### src/rtl/alu_issue_unit.sv
// alu_issue_unit
//   Picks one ready reservation-station entry per cycle (round-robin), pulses
//   its broadcast_bus[idx].rdy so the station frees the slot, and runs the op
//   through an operand-latch stage (E1) and a compute/result register.
//
// Ports
//   clk, rst       clock; synchronous active-high reset
//   flush          squash request {valid, front_tag, rear_tag, flush_tag}
//   rs_data        station entries
//   acu_operation  per entry: 1 = comparator op, 0 = ALU op
//   ready          per entry: operands resolved and valid
//   rob_stall      ROB cannot accept a result this cycle
//   broadcast_bus  grant; .rdy one-hot single-cycle pulse, .data always 0
//   res_valid/res_tag/res_data  tagged result presented to the ROB

package alu_issue_pkg;
    typedef enum logic [2:0] {
        ALU_ADD = 3'd0,
        ALU_SLL = 3'd1,
        ALU_SRL = 3'd2,
        ALU_SRA = 3'd3,
        ALU_XOR = 3'd4,
        ALU_OR  = 3'd5,
        ALU_AND = 3'd6
    } alu_op_e;

    typedef enum logic [2:0] {
        CMP_BEQ  = 3'd0,
        CMP_BNE  = 3'd1,
        CMP_BLT  = 3'd4,
        CMP_BGE  = 3'd5,
        CMP_BLTU = 3'd6,
        CMP_BGEU = 3'd7
    } cmp_op_e;

    typedef struct packed {
        logic       valid;
        logic [3:0] front_tag;
        logic [3:0] rear_tag;
        logic [3:0] flush_tag;
    } flush_t;

    typedef struct packed {
        logic [3:0]  tag;
        logic [31:0] r1;
        logic [31:0] r2;
        alu_op_e     alu_opcode;
        cmp_op_e     cmp_opcode;
        logic [6:0]  funct7;
        logic        busy_r1;
        logic        busy_r2;
        logic        valid;
    } rs_t;

    typedef struct packed {
        logic        rdy;
        logic [31:0] data;
    } sal_t;
endpackage

module alu_issue_unit
    import alu_issue_pkg::*;
#(
    parameter int unsigned size = 8,
    parameter logic [31:0] mask = 32'd7
) (
    input  logic             clk,
    input  logic             rst,
    input  flush_t           flush,
    input  rs_t              rs_data [size],
    input  logic [size-1:0]  acu_operation,
    input  logic [size-1:0]  ready,
    input  logic             rob_stall,
    output sal_t             broadcast_bus [size],
    output logic             res_valid,
    output logic [3:0]       res_tag,
    output logic [31:0]      res_data
);
    localparam int unsigned IDX_W = (size > 1) ? $clog2(size) : 1;

    typedef struct packed {
        logic        valid;
        logic [3:0]  tag;
        logic [31:0] r1;
        logic [31:0] r2;
        alu_op_e     alu_opcode;
        cmp_op_e     cmp_opcode;
        logic [6:0]  funct7;
        logic        acu;
    } e1_t;

    logic [IDX_W-1:0] rr_ptr_q, rr_ptr_d;
    e1_t              e1_q, e1_d;
    logic             res_valid_q, res_valid_d;
    logic [3:0]       res_tag_q, res_tag_d;
    logic [31:0]      res_data_q, res_data_d;

    logic             stall;
    logic [size-1:0]  cand;
    logic             grant_vld;
    logic [IDX_W-1:0] grant_idx;
    logic [IDX_W-1:0] probe;
    logic [31:0]      e2_result;
    logic             cmp;
    logic [4:0]       sh;
    logic             e1_kill, res_kill;
    logic             rs_unused;

    // Tag survives a flush when it lies in the live window [front, flush_tag).
    // A rear+1 that equals flush_tag means nothing younger exists: keep all.
    function automatic logic keep_tag(input flush_t f, input logic [3:0] t);
        logic [31:0] rear_next;
        rear_next = (32'(f.rear_tag) + 32'd1) & mask;
        if (rear_next == 32'(f.flush_tag))
            return 1'b1;
        if (f.front_tag <= f.flush_tag)
            return (t >= f.front_tag) && (t < f.flush_tag);
        return (t >= f.front_tag) || (t < f.flush_tag);
    endfunction

    assign stall = rob_stall && res_valid_q;
    assign cand  = ready & {size{~flush.valid}};

    // Round-robin: first candidate at or after rr_ptr, wrapping (size is 2^n).
    always_comb begin
        grant_vld = 1'b0;
        grant_idx = '0;
        probe     = '0;
        for (int unsigned i = 0; i < size; i++) begin
            probe = rr_ptr_q + IDX_W'(i);
            if (!grant_vld && cand[probe]) begin
                grant_vld = 1'b1;
                grant_idx = probe;
            end
        end
        if (rst || stall)
            grant_vld = 1'b0;
        rr_ptr_d = grant_vld ? grant_idx + IDX_W'(1) : rr_ptr_q;
    end

    always_comb begin
        for (int unsigned i = 0; i < size; i++) begin
            broadcast_bus[i].rdy  = grant_vld && (grant_idx == IDX_W'(i));
            broadcast_bus[i].data = '0;
        end
    end

    // Station bookkeeping fields are not needed once ready[] is asserted.
    always_comb begin
        rs_unused = 1'b0;
        for (int unsigned i = 0; i < size; i++)
            rs_unused = rs_unused ^ rs_data[i].busy_r1 ^ rs_data[i].busy_r2 ^ rs_data[i].valid;
    end

    // E2: combinational execute from E1
    always_comb begin
        sh        = e1_q.r2[4:0];
        cmp       = 1'b0;
        e2_result = '0;
        if (e1_q.acu) begin
            case (e1_q.cmp_opcode)
                CMP_BEQ:  cmp = (e1_q.r1 == e1_q.r2);
                CMP_BNE:  cmp = (e1_q.r1 != e1_q.r2);
                CMP_BLT:  cmp = ($signed(e1_q.r1) <  $signed(e1_q.r2));
                CMP_BGE:  cmp = ($signed(e1_q.r1) >= $signed(e1_q.r2));
                CMP_BLTU: cmp = (e1_q.r1 <  e1_q.r2);
                CMP_BGEU: cmp = (e1_q.r1 >= e1_q.r2);
                default:  cmp = 1'b0;
            endcase
            e2_result = {31'b0, cmp};
        end else begin
            case (e1_q.alu_opcode)
                ALU_ADD: e2_result = e1_q.funct7[5] ? e1_q.r1 - e1_q.r2 : e1_q.r1 + e1_q.r2;
                ALU_SLL: e2_result = e1_q.r1 << sh;
                ALU_SRL: e2_result = e1_q.funct7[5] ? 32'($signed(e1_q.r1) >>> sh) : e1_q.r1 >> sh;
                ALU_SRA: e2_result = 32'($signed(e1_q.r1) >>> sh);
                ALU_XOR: e2_result = e1_q.r1 ^ e1_q.r2;
                ALU_OR:  e2_result = e1_q.r1 | e1_q.r2;
                ALU_AND: e2_result = e1_q.r1 & e1_q.r2;
                default: e2_result = '0;
            endcase
        end
    end

    // Pipeline advance. A squash clears valid even on a held (stalled) stage.
    always_comb begin
        e1_kill  = flush.valid && !keep_tag(flush, e1_q.tag);
        res_kill = flush.valid && !keep_tag(flush, res_tag_q);
        if (stall) begin
            e1_d        = e1_q;
            e1_d.valid  = e1_q.valid && !e1_kill;
            res_valid_d = res_valid_q && !res_kill;
            res_tag_d   = res_tag_q;
            res_data_d  = res_data_q;
        end else begin
            res_valid_d = e1_q.valid && !e1_kill;
            res_tag_d   = e1_q.tag;
            res_data_d  = e2_result;
            e1_d        = '0;
            if (grant_vld) begin
                e1_d.valid      = 1'b1;
                e1_d.tag        = rs_data[grant_idx].tag;
                e1_d.r1         = rs_data[grant_idx].r1;
                e1_d.r2         = rs_data[grant_idx].r2;
                e1_d.alu_opcode = rs_data[grant_idx].alu_opcode;
                e1_d.cmp_opcode = rs_data[grant_idx].cmp_opcode;
                e1_d.funct7     = rs_data[grant_idx].funct7;
                e1_d.acu        = acu_operation[grant_idx];
            end
        end
    end

    always_ff @(posedge clk) begin
        if (rst) begin
            rr_ptr_q    <= '0;
            e1_q        <= '0;
            res_valid_q <= 1'b0;
            res_tag_q   <= '0;
            res_data_q  <= '0;
        end else begin
            rr_ptr_q    <= rr_ptr_d;
            e1_q        <= e1_d;
            res_valid_q <= res_valid_d;
            res_tag_q   <= res_tag_d;
            res_data_q  <= res_data_d;
        end
    end

    assign res_valid = res_valid_q;
    assign res_tag   = res_tag_q;
    assign res_data  = res_data_q;
endmodule

### config.mk
export PLATFORM = sky130hd
export DESIGN_NAME = alu_issue_unit
export DESIGN_NICKNAME = d
export VERILOG_FILES = /design/src/rtl/alu_issue_unit.sv
export SDC_FILE = /design/constraint.sdc
export NUM_CORES = 1
export LEC_CHECK = 0
export CORE_AREA = 2 2 390 392
export CTS_BUF_LIST = sky130_fd_sc_hd__clkbuf_16
export DETAILED_ROUTE_END_ITERATION = 6
export DIE_AREA = 0 0 392 394
export SLEW_MARGIN = 30
export SYNTH_ARGS = -nofsm -noshare
export SYNTH_HDL_FRONTEND = slang
export SYNTH_SLANG_ARGS = --single-unit
### constraint.sdc
create_clock -name clk -period 4.9 [get_ports clk]
set_clock_uncertainty 0.15 [all_clocks]
set_input_delay 0.49 -clock clk [delete_from_list [all_inputs] [get_ports clk]]
set_output_delay 0.49 -clock clk [all_outputs]
set_load 0.005 [all_outputs]
======== Word level (Yosys, flattened, before mapping) ========
Index checks and enable logic that the tools add are counted.
operators by class
  multiply operators ...................... 0
  bitwise gates (word level) .............. 6
  add/subtract/negate cells ............... 11
  div/mod/pow operators ................... 0
  reductions and logical operators ........ 39
  eq/ne operators ......................... 21
  muxes and demuxes ....................... 56
  shifts and indexed selects .............. 3
  $lt $le $gt $ge ......................... 19
operator list
  kind                   count
  $bmux W84 S3           1
  $pmux W32 S7           1
  $mux W84               2
  $mux W83               2
  $mux W32               3
  $ge A32 B32 Y1         2
  $lt A32 B32 Y1         2
  $lt A3 B4 Y1 const B   9
  $eq A3 B3 Y1 const B   11
  $add A32 B32 Y32       1
  $and A32 B32 Y32       1
  $eq A32 B32 Y1         1
  $ne A32 B32 Y1         1
  $or A32 B32 Y32        1
  $shl A32 B5 Y32        1
  $shr A32 B5 Y32        1
  $sshr A32 B5 Y32       1
  $sub A32 B32 Y32       1
  $xor A32 B32 Y32       1
  $mux W1                29
  $bmux W1 S3            9
  $mux W3                8
  $logic_and A1 B1 Y1    22
  $add A3 B3 Y3 const B  4
  16 further kinds       40
word-level totals
  word-level logic and storage cells ...... 167
  bits in latches ......................... 0
  output and inout bits ................... 301
  memories ................................ 0
  bits in writable memories ............... 0
  bits in read-only memories .............. 0
  flip-flop bits (word level) ............. 123
  input bits .............................. 704

======== Longest topological paths before layout ========
  depth after elaboration ................. 32
  mapped depth ............................ 18
  gate-level depth less buffers ........... 14

======== Worst setup path after synthesis ========
No wires, ideal clock.
  path kind ............................... reg-to-output
  from .................................... reg rr_ptr_q[0]
  to ...................................... out broadcast_bus[164] (netlist name)
  arrival ................................. 3.568 ns
  path buffers ............................ 6
  data required time ...................... 4.260 ns
  cell stages (with the launch flop) ...... 17
  slack ................................... 0.692 ns
  cell sequence ........................... dfxtp_1 -> buf_4 -> buf_8 -> inv_1 -> ha_1 -> buf_2 -> clkinv_1 -> mux4_2 -> or2_1 -> or4_1 -> o21a_1 -> buf_6 -> buf_6 -> buf_2 -> ha_1 -> ha_1 -> and2_1
RTL lines
  element                   line  source
  start: declaration        92    logic [IDX_W-1:0] rr_ptr_q, rr_ptr_d;
  start signal: assignment  221   rr_ptr_q <= rr_ptr_d;
  end: declaration          74    output sal_t broadcast_bus [size],

==> flow_metrics.py <==
metrics = {
    "clock_tree": {
        "clkTransAtPathRegs_ns": 0.06,
        "cts_sinks": 117,
        "clockRootBuffer": "clkbuf_16",
        "htree_levels": 4,
        "clock_latency_ns": 0.52,
        "postCtsHoldBufs": 0,
        "numCtsBuffers": 17,
        "tritoncts": "done",
        "clockBufferDepth": 2,
    },
    "global_route": {
        "overflow": 0,
        "grt_pass1_vias": 22957,
        "grt_max_degree": 81,
        "grt_antenna_before_repair": 91,
        "grtUsageTotal_pct": 18.4,
        "grt_pass1_wl_um": 196000,
    },
    "yosys": {
        "synthMuxAreaShare_pct": 19.9,
        "synth_area_leaders": "mux2i_1 (16%), dfxtp_1 (12%), buf_4 (9.5%)",
        "synth_cells": 2815,
        "synth_top_area_share_pct": 15.7,
        "synth_compound_area_share_pct": 26.8,
        "ys_seq_area_share_pct": 11.5,
        "synthesis.area_mm2": 0.0204,
        "synth-edff-count": 0,
        "avgSynthCellArea_um2": 7.23,
        "async_flop_share_pct": 0,
        "synth_xor_area_share_pct": 1.51,
        "synth_top_family_by_area": "compound AO/OA/AOI/OAI gates",
        "synth_common_cells": "nand2_1 (406), mux2i_1 (319), buf_4 (258)",
        "synth_ff_type": "dfxtp_1",
        "synth.ff_latch_count": 117,
        "ys_types": 85,
        "yosys.area.top_type": "mux2i_1",
        "synth_fa_ha_area_share_pct": 7.92,
        "yosysWarnings": 0,
        "synth-simple-area-share_pct": 15.7,
        "yosysMostFrequentCell": "nand2_1",
    },
    "place": {
        "gp_congestion": 1.02,
        "port_buffers": 675,
        "dp.final_hpwl_um": 128000,
        "post-place-ws_ns": -0.0190,
    },
    "power_and_ir_drop": {
        "ir_drop_uv": 659,
        "comb_power_share_pct": 85.4,
        "p_int_mw": 9.30,
        "p_leak_nw": 12.4,
        "p_seq_share_pct": 8.8,
        "power.density_mw_per_mm2": 733,
        "switchingPower_mw": 12.6,
        "p_clk_share_pct": 5.8,
        "switching_share_pct": 57.5,
    },
    "sta": {
        "setup_slack_ns": 0.162,
        "rsz0062_at_grt": "false",
        "finalCritPeriodShare_pct": 96.7,
        "min_period_ns": 4.74,
        "whs_ns": 0.327,
        "hold_viol_final": 0,
        "fmax_ghz": 0.211,
        "tightest_slew_ns": 0.889,
        "slew_headroom_pct": 40.3,
        "finalSetupViolations": 0,
        "drv_slew": 0,
    },
    "setup_path": {
        "r2r-start": "e1_q[57]",
        "path_max_fanout": 12,
        "rr_worst_depth": 13,
        "r2r_setup_slack_ns": 0.46,
        "arrival_ns": 4.10,
        "cp.required_ns": 4.26,
        "r2r_end": "res_data[0]",
        "setup.worst_path.class": "primary input to primary output",
        "cp-end-kind": "primary output",
        "start_kind": "primary input",
    },
    "die": {
        "die-width_um": 392,
        "core_region_area_mm2": 0.151,
        "row_count": 143,
        "dieArea_mm2": 0.154,
        "die_h_um": 394,
        "pin_count": 1005,
        "initial_core_util_pct": 13.5,
    },
    "cells_and_area": {
        "drive_gt1_share_pct": 7.71,
        "regArea_mm2": 0.00235,
        "final_util_pct": 19.8,
        "area_growth_pct": 46.6,
        "num-fill-cells": 17027,
        "multi_input_area_mm2": 0.0156,
        "nets": 4292,
    },
    "detailed_routing": {
        "drtPass1Iterations": 6,
        "viasPerCell": 4.45,
        "drt_wl_total_um": 149000,
        "drc": 0,
        "ant_nets": 0,
        "wl_per_cell_um": 26.8,
        "vias": 24664,
        "drt-initial-drc-count": 2530,
    },
    "run_status": {
        "status": "finished clean",
    },
    "hold_path": {
        "worstHoldStart": "res_tag[0]",
        "hold_path_end": "res_tag[0]",
        "whs_path_depth": 2,
        "hp-class": "register to register",
    },
    "flow_run": {
        "cap_violations": 0,
    },
}
==> how the worst max path moves through the flow <==
stage                                    end         from
after global placement              e1_q[43]    flush[12]
final                     broadcast_bus[131]    flush[12]
after detailed placement            e1_q[43]    flush[12]
after CTS                 broadcast_bus[197]  rr_ptr_q[0]
after global routing       broadcast_bus[32]  rr_ptr_q[1]
after floorplan           broadcast_bus[164]  rr_ptr_q[0]
==> sequential cells by signal, summed over array words and instances (netlist names) <==
name,cells
res_data,32
res_tag,4
e1_q,77
res_valid,1
rr_ptr_q,3
==> cell usage in the layout (no fill, tap or decap), drive strengths merged, types with 9 or more instances in the layout <==
cell             n
or2             10
o21a            16
nor2b            9
clkinv           9
or3             23
nand3           15
o22ai          117
o21bai          16
a22oi           19
mux2i          319
a211o           88
a21o            20
nand2          407
a211oi          20
a31oi           14
xnor2           31
a21oi          141
dfxtp          117
clkdlybuf4s50  675
ha             124
o211ai          27
o31ai           23
inv            124
buf            164
nor2           175
diode           43
conb           256
o21ai          237
nor3            42
nand2b          30
a221oi          16
mux4            36
clkbuf          17
==> per-layer routing <==
layer | wire, um | global-route usage [%] | vias up
met5 | 211 | 0 | -
met4 | 8740 | 9.51 | 32
met3 | 14500 | 5.69 | 286
met2 | 65400 | 28.6 | 1510
met1 | 60200 | 22.7 | 11855
li1 | - | - | 10981
==> worst max-delay path, cell delays in order <==
cell and delay, ns:
clkdlybuf4s50_1 0.54, buf_4 0.24, or2_2 0.31, mux4_2 0.50
or2_1 0.27, or4_1 0.50, o21a_4 0.21, inv_4 0.12
ha_1 0.16, and3_2 0.23, clkdlybuf4s50_1 0.52
==> power groups by stage <==
stage	sequential, mW	clock [mW]	combinational, mW
CTS	1.91	1.30	18.4
floorplan	1.63	0	11.7
finish	1.93	1.26	18.7
detailed placement	1.93	0	18.3
global route	1.94	1.33	19.8
global placement	1.93	0	18.3
==> repair_timing <==
action / in CTS / in global routing
resized for setup: 3 / 11
endpoints found under the setup margin: 8 / 6
pin swaps: 2 / 0
setup buffers: 2 / 0
==> metrics by stage <==
step | area, um2 | total power [mW] | instances | setup TNS (ns)
after floorplan | 21300 | 13.4 | 3070 | 0
after global placement | 29100 | 20.3 | 5471 | -0.00119
after detailed placement | 29100 | 20.2 | 5471 | -0.0190
after CTS | 29700 | 21.6 | 5505 | 0
after global routing | 29800 | 23.0 | 5533 | 0
final | 29800 | 21.9 | 5548 | 0
==> cells by family after synthesis <==
family                   after synthesis
XOR/XNOR                              35
multiplexers                         359
AND/OR/NAND/NOR                      750
other                                  1
flip-flops                           117
AO/OA/AOI/OAI                        835
buffers and inverters                590
adder cells (fa/ha/maj)              128
==> cell type report <==
cell class	instances	area share, %
Clock inverter	15	0.398
Inverter	124	1.58
Sequential cell	117	7.88
Antenna cell	43	0.360
Multi-Input combinational cell	2363	52.4
Clock buffer	17	1.43
Tap cell	2030	8.51
Timing Repair Buffer	839	27.4
No activity file was read; power rests on OpenSTA's default activity.
